[src/rtl/mem_arbiter_pkg.sv]
// mem_arbiter_pkg: shared types and constants for the unified memory arbiter.
// Imported by the arbiter, its pick sub-module and the bench.
package mem_arbiter_pkg;

  typedef enum logic [1:0] {
    ARB_IDLE  = 2'd0,
    ARB_BUSY  = 2'd1,
    ARB_ABORT = 2'd2
  } arb_state_e;

  localparam logic PORT_D = 1'b0;
  localparam logic PORT_I = 1'b1;

  localparam int PRIO_RR    = 0;
  localparam int PRIO_FIXED = 1;

  function automatic int cnt_width(input int t);
    return (t < 1) ? 1 : $clog2(t + 1);
  endfunction

endpackage

[src/rtl/mem_arbiter_if.sv]
// mem_arbiter_if: core-side valid/ready memory port with abort flag.
// mem_bus_if: the single memory-side port (no error return).
interface mem_arbiter_if #(
  parameter int ADDR_WIDTH = 32,
  parameter int DATA_WIDTH = 32
);
  logic                  valid;
  logic                  ready;
  logic [ADDR_WIDTH-1:0] addr;
  logic [DATA_WIDTH-1:0] wdata;
  logic [3:0]            we;
  logic [DATA_WIDTH-1:0] rdata;
  logic                  err;

  modport master (
    output valid, addr, wdata, we,
    input  ready, rdata, err
  );

  modport slave (
    input  valid, addr, wdata, we,
    output ready, rdata, err
  );
endinterface

interface mem_bus_if #(
  parameter int ADDR_WIDTH = 32,
  parameter int DATA_WIDTH = 32
);
  logic                  valid;
  logic                  ready;
  logic [ADDR_WIDTH-1:0] addr;
  logic [DATA_WIDTH-1:0] wdata;
  logic [3:0]            we;
  logic [DATA_WIDTH-1:0] rdata;

  modport master (
    output valid, addr, wdata, we,
    input  ready, rdata
  );

  modport slave (
    input  valid, addr, wdata, we,
    output ready, rdata
  );
endinterface

[src/rtl/mem_arb_pick.sv]
// mem_arb_pick: two-requester winner selection, round-robin or fixed.
// Output is only meaningful when at least one valid is set.
module mem_arb_pick
  import mem_arbiter_pkg::*;
(
  input  logic [1:0] valid,
  input  logic       rr_last,
  input  logic       mode,
  output logic       winner
);

  always_comb begin
    winner = PORT_D;
    unique case (1'b1)
      (valid == 2'b11): winner = mode ? PORT_D : ~rr_last;
      (valid == 2'b10): winner = PORT_I;
      default:          winner = PORT_D;
    endcase
  end

endmodule

[src/rtl/mem_arbiter.sv]
// mem_arbiter: shares one memory port between the data and instruction
// ports; one transaction in flight, ended by memory ready or timeout abort.
module mem_arbiter
  import mem_arbiter_pkg::*;
#(
  parameter int ADDR_WIDTH     = 32,
  parameter int DATA_WIDTH     = 32,
  parameter int PRIO_MODE      = PRIO_RR,
  parameter int TIMEOUT_CYCLES = 256
) (
  input  logic          clk,
  input  logic          rst_n,
  mem_arbiter_if.slave  s0,
  mem_arbiter_if.slave  s1,
  mem_bus_if.master     mem,
  output logic          busy
);

  localparam int CW = cnt_width(TIMEOUT_CYCLES);
  localparam logic [CW-1:0] CNT_LAST =
    (TIMEOUT_CYCLES > 0) ? CW'(TIMEOUT_CYCLES - 1) : '0;
  localparam logic [CW-1:0] CNT_MAX = '1;
  localparam logic TMO_EN = (TIMEOUT_CYCLES > 0);
  localparam logic FIXED = (PRIO_MODE == PRIO_FIXED);

  arb_state_e state;
  arb_state_e state_nx;

  logic                  grant;
  logic                  rr_last;
  logic                  winner;
  logic                  timeout;
  logic                  in_busy;
  logic                  take;
  logic [CW-1:0]         cnt;
  logic [ADDR_WIDTH-1:0] addr_q;
  logic [DATA_WIDTH-1:0] wdata_q;
  logic [3:0]            we_q;

  logic                  rsp_ready;
  logic                  rsp_err;
  logic [DATA_WIDTH-1:0] rsp_rdata;

  mem_arb_pick u_pick (
    .valid   ({s1.valid, s0.valid}),
    .rr_last (rr_last),
    .mode    (FIXED),
    .winner  (winner)
  );

  assign timeout = TMO_EN && (cnt == CNT_LAST);
  assign in_busy = (state == ARB_BUSY);
  assign take    = (state == ARB_IDLE) && (state_nx == ARB_BUSY);

  always_comb begin
    state_nx  = state;
    rsp_ready = 1'b0;
    rsp_err   = 1'b0;
    rsp_rdata = '0;
    unique case (state)
      ARB_IDLE: begin
        if (s0.valid || s1.valid) state_nx = ARB_BUSY;
      end
      ARB_BUSY: begin
        // ready beats a coincident timeout
        if (mem.ready) begin
          state_nx  = ARB_IDLE;
          rsp_ready = 1'b1;
          rsp_rdata = mem.rdata;
        end else if (timeout) begin
          state_nx = ARB_ABORT;
        end
      end
      ARB_ABORT: begin
        state_nx  = ARB_IDLE;
        rsp_ready = 1'b1;
        rsp_err   = 1'b1;
      end
      default: state_nx = ARB_IDLE;
    endcase
  end

  always_ff @(posedge clk or negedge rst_n) begin
    if (!rst_n) begin
      state   <= ARB_IDLE;
      grant   <= PORT_D;
      rr_last <= 1'b1;
      cnt     <= '0;
      addr_q  <= '0;
      wdata_q <= '0;
      we_q    <= '0;
    end else begin
      state <= state_nx;
      if (take) begin
        grant   <= winner;
        addr_q  <= winner ? s1.addr  : s0.addr;
        wdata_q <= winner ? s1.wdata : s0.wdata;
        we_q    <= winner ? s1.we    : s0.we;
        cnt     <= '0;
      end else if (in_busy && cnt != CNT_MAX) begin
        cnt <= cnt + 1'b1;
      end
      if (rsp_ready) rr_last <= grant;
    end
  end

  assign busy      = (state != ARB_IDLE);
  assign mem.valid = in_busy;
  assign mem.addr  = in_busy ? addr_q  : '0;
  assign mem.wdata = in_busy ? wdata_q : '0;
  assign mem.we    = in_busy ? we_q    : '0;

  assign s0.ready = rsp_ready && (grant == PORT_D);
  assign s0.err   = rsp_err   && (grant == PORT_D);
  assign s0.rdata = (grant == PORT_D) ? rsp_rdata : '0;
  assign s1.ready = rsp_ready && (grant == PORT_I);
  assign s1.err   = rsp_err   && (grant == PORT_I);
  assign s1.rdata = (grant == PORT_I) ? rsp_rdata : '0;

endmodule
[src/flat_wrapper.sv]
// flat-port wrapper written by rule: the top's interface ports become plain ports
module mem_arbiter_flat import mem_arbiter_pkg::*;
#(
  parameter int ADDR_WIDTH     = 32,
  parameter int DATA_WIDTH     = 32,
  parameter int PRIO_MODE      = PRIO_RR,
  parameter int TIMEOUT_CYCLES = 256
)
  (clk, rst_n, busy, s0_valid, s0_addr, s0_wdata, s0_we, s0_ready, s0_rdata, s0_err, s1_valid, s1_addr, s1_wdata, s1_we, s1_ready, s1_rdata, s1_err, mem_valid, mem_addr, mem_wdata, mem_we, mem_ready, mem_rdata);
  mem_arbiter_if #(.ADDR_WIDTH(ADDR_WIDTH), .DATA_WIDTH(DATA_WIDTH)) s0_i ();
  mem_arbiter_if #(.ADDR_WIDTH(ADDR_WIDTH), .DATA_WIDTH(DATA_WIDTH)) s1_i ();
  mem_bus_if #(.ADDR_WIDTH(ADDR_WIDTH), .DATA_WIDTH(DATA_WIDTH)) mem_i ();
  input  logic clk;
  input  logic rst_n;
  output logic busy;
  input wire logic [$bits(s0_i.valid)-1:0] s0_valid;
  input wire logic [$bits(s0_i.addr)-1:0] s0_addr;
  input wire logic [$bits(s0_i.wdata)-1:0] s0_wdata;
  input wire logic [$bits(s0_i.we)-1:0] s0_we;
  output wire logic [$bits(s0_i.ready)-1:0] s0_ready;
  output wire logic [$bits(s0_i.rdata)-1:0] s0_rdata;
  output wire logic [$bits(s0_i.err)-1:0] s0_err;
  input wire logic [$bits(s1_i.valid)-1:0] s1_valid;
  input wire logic [$bits(s1_i.addr)-1:0] s1_addr;
  input wire logic [$bits(s1_i.wdata)-1:0] s1_wdata;
  input wire logic [$bits(s1_i.we)-1:0] s1_we;
  output wire logic [$bits(s1_i.ready)-1:0] s1_ready;
  output wire logic [$bits(s1_i.rdata)-1:0] s1_rdata;
  output wire logic [$bits(s1_i.err)-1:0] s1_err;
  output wire logic [$bits(mem_i.valid)-1:0] mem_valid;
  output wire logic [$bits(mem_i.addr)-1:0] mem_addr;
  output wire logic [$bits(mem_i.wdata)-1:0] mem_wdata;
  output wire logic [$bits(mem_i.we)-1:0] mem_we;
  input wire logic [$bits(mem_i.ready)-1:0] mem_ready;
  input wire logic [$bits(mem_i.rdata)-1:0] mem_rdata;
  assign s0_i.valid = s0_valid;
  assign s0_i.addr = s0_addr;
  assign s0_i.wdata = s0_wdata;
  assign s0_i.we = s0_we;
  assign s0_ready = s0_i.ready;
  assign s0_rdata = s0_i.rdata;
  assign s0_err = s0_i.err;
  assign s1_i.valid = s1_valid;
  assign s1_i.addr = s1_addr;
  assign s1_i.wdata = s1_wdata;
  assign s1_i.we = s1_we;
  assign s1_ready = s1_i.ready;
  assign s1_rdata = s1_i.rdata;
  assign s1_err = s1_i.err;
  assign mem_valid = mem_i.valid;
  assign mem_addr = mem_i.addr;
  assign mem_wdata = mem_i.wdata;
  assign mem_we = mem_i.we;
  assign mem_i.ready = mem_ready;
  assign mem_i.rdata = mem_rdata;
  mem_arbiter #(.ADDR_WIDTH(ADDR_WIDTH), .DATA_WIDTH(DATA_WIDTH), .PRIO_MODE(PRIO_MODE), .TIMEOUT_CYCLES(TIMEOUT_CYCLES)) u_core (.clk(clk), .rst_n(rst_n), .s0(s0_i), .s1(s1_i), .mem(mem_i), .busy(busy));
endmodule
[config.mk]
export PLATFORM = sky130hd
export DESIGN_NAME = mem_arbiter_flat
export DESIGN_NICKNAME = d
export VERILOG_FILES = /design/src/rtl/mem_arbiter_pkg.sv /design/src/rtl/mem_arbiter_if.sv /design/src/rtl/mem_arb_pick.sv /design/src/rtl/mem_arbiter.sv /design/src/flat_wrapper.sv
export SDC_FILE = /design/constraint.sdc
export NUM_CORES = 1
export LEC_CHECK = 0
export ABC_AREA = 1
export ABC_CLOCK_PERIOD_IN_PS = 1900
export BUFFER_PORTS_ARGS = -buffer_cell sky130_fd_sc_hd__buf_4
export CORE_MARGIN = 4
export CORE_UTILIZATION = 40
export CTS_CLUSTER_DIAMETER = 200
export DETAILED_ROUTE_END_ITERATION = 12
export HOLD_SLACK_MARGIN = 0.02
export PLACE_DENSITY = 0.8
export SLEW_MARGIN = 40
export SYNTH_ARGS = -nofsm -noshare
export SYNTH_HDL_FRONTEND = slang
export SYNTH_SLANG_ARGS = --single-unit
[constraint.sdc]
create_clock -name clk -period 1.9 [get_ports clk]
set_clock_uncertainty 0.1 [all_clocks]
set_input_delay 0.19 -clock clk [delete_from_list [all_inputs] [get_ports clk]]
set_output_delay 0.19 -clock clk [all_outputs]
set_load 0.005 [all_outputs]
After elaboration in Yosys (flattened, before gate mapping) --
Index checks and enable logic that the tools add are counted.
Storage, ports and cells: register bits 81, latch bits 0, RAM bits 0, bits in read-only memories 0, output and inout port bits 138, logic and storage cells 47, memories 0
Operators by class: add/sub/neg operators 1, multipliers 0, div/mod/pow operators 0, magnitude comparators 0, eq/ne operators 7, shift-type cells 0, multiplexer cells 20, bitwise operators 2, reductions and logical operators 10
Operator list (number):
- $mux W32 | 8
- $mux W9 | 2
- $add A9 B1 Y9 const B | 1
- $eq A9 B8 Y1 const B | 1
- $ne A9 B9 Y1 const B | 1
- $mux W4 | 2
- $eq A2 B2 Y1 const B | 3
- $logic_and A1 B1 Y1 | 6
- $mux W2 | 3
- $eq A2 B1 Y1 const B | 2
- $pmux W1 S2 | 2
- $pmux W2 S2 | 1
- $reduce_bool A2 Y1 | 2
- $logic_not A2 Y1 | 1
- $mux W1 | 2
- $not A1 Y1 | 2
- $logic_or A1 B1 Y1 | 1

Longest topological paths before layout --
depth after elaboration 7, depth in mapped cells 15

Cells and area by module --
A second synthesis with hierarchy kept.
Second synthesis, totals: cells, all modules 880, area total of the unflattened synthesis 5465.2 µm²
By module, submodules not included:
- mem_arbiter | times used 1, cells each 873, area each 5436.5 µm², seq. area each 2028.2 µm²
- mem_arb_pick | times used 1, cells each 7, area each 28.8 µm², seq. area each 0.0 µm²

Least setup slack after synthesis --
Ideal clock, no wire load.
path type reg2reg, start register u_core.cnt[0], end register u_core.addr_q[0], arrival time 1806 ps, setup slack -123 ps, stages on the path, launching flop included 16, period minus slack after synthesis 2023 ps, path through dfrtp_1 -> ha_1 -> inv_1 -> nor4_1 -> ha_1 -> inv_1 -> nand2_1 -> nand2_1 -> nand2_1 -> nor2_2 -> nand2_2 -> inv_2 -> buf_8 -> buf_6 -> nand2_1 -> nand2_1
On the way: longest elaborated chain between the ends 6
Ends and longest elaborated chain:
- start, declared | RTL line mem_arbiter.sv:35 | logic [CW-1:0] cnt;
- start signal, assigned | RTL line mem_arbiter.sv:101 | cnt <= cnt + 1'b1;
- $eq A9 B8 Y1 | RTL line mem_arbiter.sv:51 | assign timeout = TMO_EN && (cnt == CNT_LAST);
- $mux W2 | RTL line mem_arbiter.sv:70 | end else if (timeout) begin
- $mux W2 | RTL line mem_arbiter.sv:66 | if (mem.ready) begin
- $pmux W2 S2 | RTL line mem_arbiter.sv:60 | unique case (state)
- net u_core.state_nx[1] | RTL line mem_arbiter.sv:27 | arb_state_e state_nx;
- $eq A2 B1 Y1 | RTL line mem_arbiter.sv:53 | assign take = (state == ARB_IDLE) && (state_nx == ARB_BUSY);
- $logic_and A1 B1 Y1 | RTL line mem_arbiter.sv:53
- end signal, assigned | RTL line mem_arbiter.sv:96 | addr_q <= winner ? s1.addr : s0.addr;
- end, declared | RTL line mem_arbiter.sv:36 | logic [ADDR_WIDTH-1:0] addr_q;
The timed path passes the listed nets, and every way through them passes these cells. A chain may end at the register's enable or synchronous reset.

Worst setup path in the final report --
start register u_core.cnt[1], end register u_core.cnt[8]
On the way: longest elaborated chain between the ends 7
Ends and longest elaborated chain (RTL line):
- $eq A9 B8 Y1 (*) | mem_arbiter.sv:51
- $mux W2 (*) | mem_arbiter.sv:70
- $mux W2 (*) | mem_arbiter.sv:66
- $pmux W2 S2 (*) | mem_arbiter.sv:60
- net u_core.state_nx[1] | mem_arbiter.sv:27
- $eq A2 B1 Y1 (*) | mem_arbiter.sv:53
- $logic_and A1 B1 Y1 (*) | mem_arbiter.sv:53
- $mux W9 / $reduce_bool A2 Y1 (equally long branches)
Mark *: on every way through the listed nets, which the timed path passes. The rest lies on a longest branch. The select of a mux whose other input is x is not followed.

==> impl_metrics.py <==
metrics = {
    "routing": {
        "first_iter_violations": 417,
        "avgRoutedWirePerCell_um": 16.2,
        "drtAntennaViolNets": 0,
        "wl_mm": 22.4,
        "drt-pass1-iter-count": 6,
        "vias": 6830,
        "via_per_inst": 4.95,
        "drc": 0,
    },
    "floorplan": {
        "ioPinCount": 311,
        "num_rows": 42,
        "start_util": 0.407,
        "coreArea_um2": 13200,
        "die_w_um": 124,
        "chipHeight_um": 124,
        "die-area_um2": 15300,
    },
    "global_route": {
        "antenna_found_initial": 0,
        "grt.met3_usage": 0.0527,
        "overflow": 0,
        "grt_max_degree": 46,
        "grt_util_all_layers": 0.248,
        "grt-busiest-layer": "met2",
        "grtUsageMet2": 0.451,
        "met1_usage": 0.281,
        "grt_pass1_wl_mm": 30.1,
        "grt_pass1_vias": 6143,
    },
    "pwr": {
        "power.density_nw_per_um2": 1310,
        "p_leak_nw": 5.67,
        "power_mw": 12.2,
        "worst_ir_drop_vdd_v": 0.000645,
    },
    "layout": {
        "final_util": 0.704,
        "drive_gt1_frac": 0.408,
        "nFillCells": 1040,
        "n_antenna_cell": 0,
        "multi_input_area_um2": 3070,
        "final_cells": 1380,
        "area_growth_pct": 73.0,
        "layout_commonest_cell": "nand2_1",
        "nNetsFinal": 1379,
        "ff_latch_area_um2": 2030,
        "mostFrequentLayoutCells": "nand2_1, buf_4, inv_1, dfrtp_1, nand3_1",
    },
    "logic_synthesis": {
        "yosys-top-cells-area": "dfrtp_1, nand2_1, inv_1, nand3_1, nor3_1",
        "syn_nets": 1053,
        "synth_area_um2": 5370,
        "ys_ff_latch": 81,
        "syn_area_per_cell_um2": 6.14,
        "synth.distinct_cells": 25,
        "synth_top_area_frac": 0.373,
        "ys_seq_area_frac": 0.378,
        "yosys.area.top_type": "dfrtp_1",
        "synthCells": 874,
        "synth-warning-count": 0,
    },
    "placement": {
        "gp_congestion": 0.820,
        "io_buffers": 310,
        "hpwl_mm": 14.5,
        "pre_cts_ws_ns": -0.190,
        "dp.cells": 1341,
    },
    "cts": {
        "cts_root_buf": "clkbuf_16",
        "clock_sinks": 81,
        "clk_pin_slew_worst_paths_ns": 0.06,
        "cts_tree": "built",
        "cts_buffers": 9,
        "clockBufferDepth": 2,
        "clock_latency_ns": 0.33,
        "cts_max_level": 3,
    },
    "critical_path": {
        "end_kind": "flop",
        "rr_worst_depth": 13,
        "rr_endpoint": "u_core.cnt[8]",
        "rr_startpoint": "u_core.cnt[1]",
        "required_ns": 2.07,
        "critPathKind": "reg -> reg",
        "worstSetupStartpointType": "flop",
        "worst-path-max-fanout": 7,
        "cp.arrival_ns": 2.27,
        "rrSetupSlack_ns": -0.20,
    },
    "sta": {
        "finalSetupViolCount": 82,
        "slew_violations": 0,
        "whs_ns": 0.0408,
        "clock.fmax_ghz": 0.476,
        "layout_setup_ws_ns": -0.201,
        "period_share": 1.11,
        "rsz0062_at_grt": "yes",
        "fin_crit_ns": 2.10,
        "tightest_slew_ns": 0.544,
        "relSlewSlack": 0.637,
        "hold_violations": 0,
    },
    "flow_run": {
        "maxCapViolCount": 0,
    },
    "hold_path": {
        "min_from": "s0_addr[28]",
        "hold_path_end": "u_core.addr_q[28]",
        "hp-class": "in -> reg",
        "whs_path_depth": 5,
    },
    "status": {
        "violations": "setup timing",
        "status": "finished with violations",
    },
}
==> where the power goes <==
group          total [mW]  switching [mW]  internal (mW)
sequential           2.94           0.453           2.49
combinational        7.48            3.97           3.51
clock                1.73           0.685           1.04
==> cells by family after synthesis <==
group / after synthesis / synth area share
simple gates: 599 / 0.454
buf+inv: 179 / 0.142
flops: 81 / 0.378
fa+ha+maj: 6 / 0.0140
compound gates: 5 / 0.00513
xor+xnor: 4 / 0.00653
==> metal layers <==
layer  routed length [um]  share of wire  up-vias
li1                     -              -     3280
met1                 8350           0.37     3190
met2                11400           0.51      314
met3                 1840          0.082       46
met4                  794          0.035        0
met5                    0              0        -
==> state kept, by name, indices dropped and copies added (netlist names) <==
name and count:
u_core.grant 1, u_core.cnt 9, u_core.wdata_q 32, u_core.state 2
u_core.we_q 4, u_core.rr_last 1, u_core.addr_q 32
==> worst max-delay path: stages, from the launching register on <==
cell and delay [ns]:
dfrtp_1 0.36, ha_2 0.19, inv_2 0.05, nor4_4 0.24, ha_2 0.23, inv_2 0.04
nand2_1 0.04, nand2_1 0.07, nand2_2 0.10, nor2_2 0.05, nand2_4 0.11, clkbuf_16 0.18
clkbuf_16 0.16, o21a_1 0.11
==> metrics by stage <==
stage	area (um^2)	TNS, ns
2_1_floorplan	5370	-0.895
3_3_place_gp	7990	-3.35
3_5_place_dp	7990	-11.35
4_1_cts	8600	-8.30
5_1_grt	9290	-25.50
6_report	9290	-12.90
==> what timing repair did <==
item / in CTS / in global routing
resized for setup: 40 / 105
setup endpoints to repair: 210 / 197
hold endpoints to repair: 29 / 0
buffers inserted: 7 / 8
hold buffers: 1 / 0
pin swaps: 3 / 22
cloned: 3 / 11
==> layout make-up <==
| class | instances | share of cell area |
|---|---|---|
| flip-flops and latches | 81 | 0.218 |
| repair buffers | 375 | 0.347 |
| well taps | 176 | 0.0237 |
| inverters | 119 | 0.0484 |
| clock inverters | 5 | 0.00606 |
| multi-input cells | 614 | 0.331 |
| clock buffers | 10 | 0.0257 |
==> worst max-delay path by stage <==
stage | from | to | slack, ns
finish | u_core.cnt[1] | u_core.cnt[8] | -0.20
global route | u_core.cnt[1] | u_core.wdata_q[26] | -0.34
CTS | u_core.cnt[2] | u_core.addr_q[11] | -0.13
detailed placement | u_core.cnt[1] | u_core.wdata_q[8] | -0.19
global placement | u_core.cnt[0] | u_core.wdata_q[8] | -0.07
floorplan | u_core.cnt[0] | u_core.addr_q[0] | -0.01
==> cell usage after synthesis <==
cell type	instances
nor3_1	65
xnor2_1	2
nor2_1	15
o21ai_0	2
nand4_1	1
inv_1	116
buf_2	16
clkinv_1	1
nand2_2	1
buf_8	1
o21a_1	1
buf_4	2
buf_6	7
buf_1	2
nor2_2	3
clkbuf_1	32
inv_2	2
xor2_1	2
nor4_1	1
dfrtp_1	80
a21oi_1	2
nand2_1	438
dfstp_2	1
nand3_1	75
ha_1	6
(Power assumes the default switching activity.)
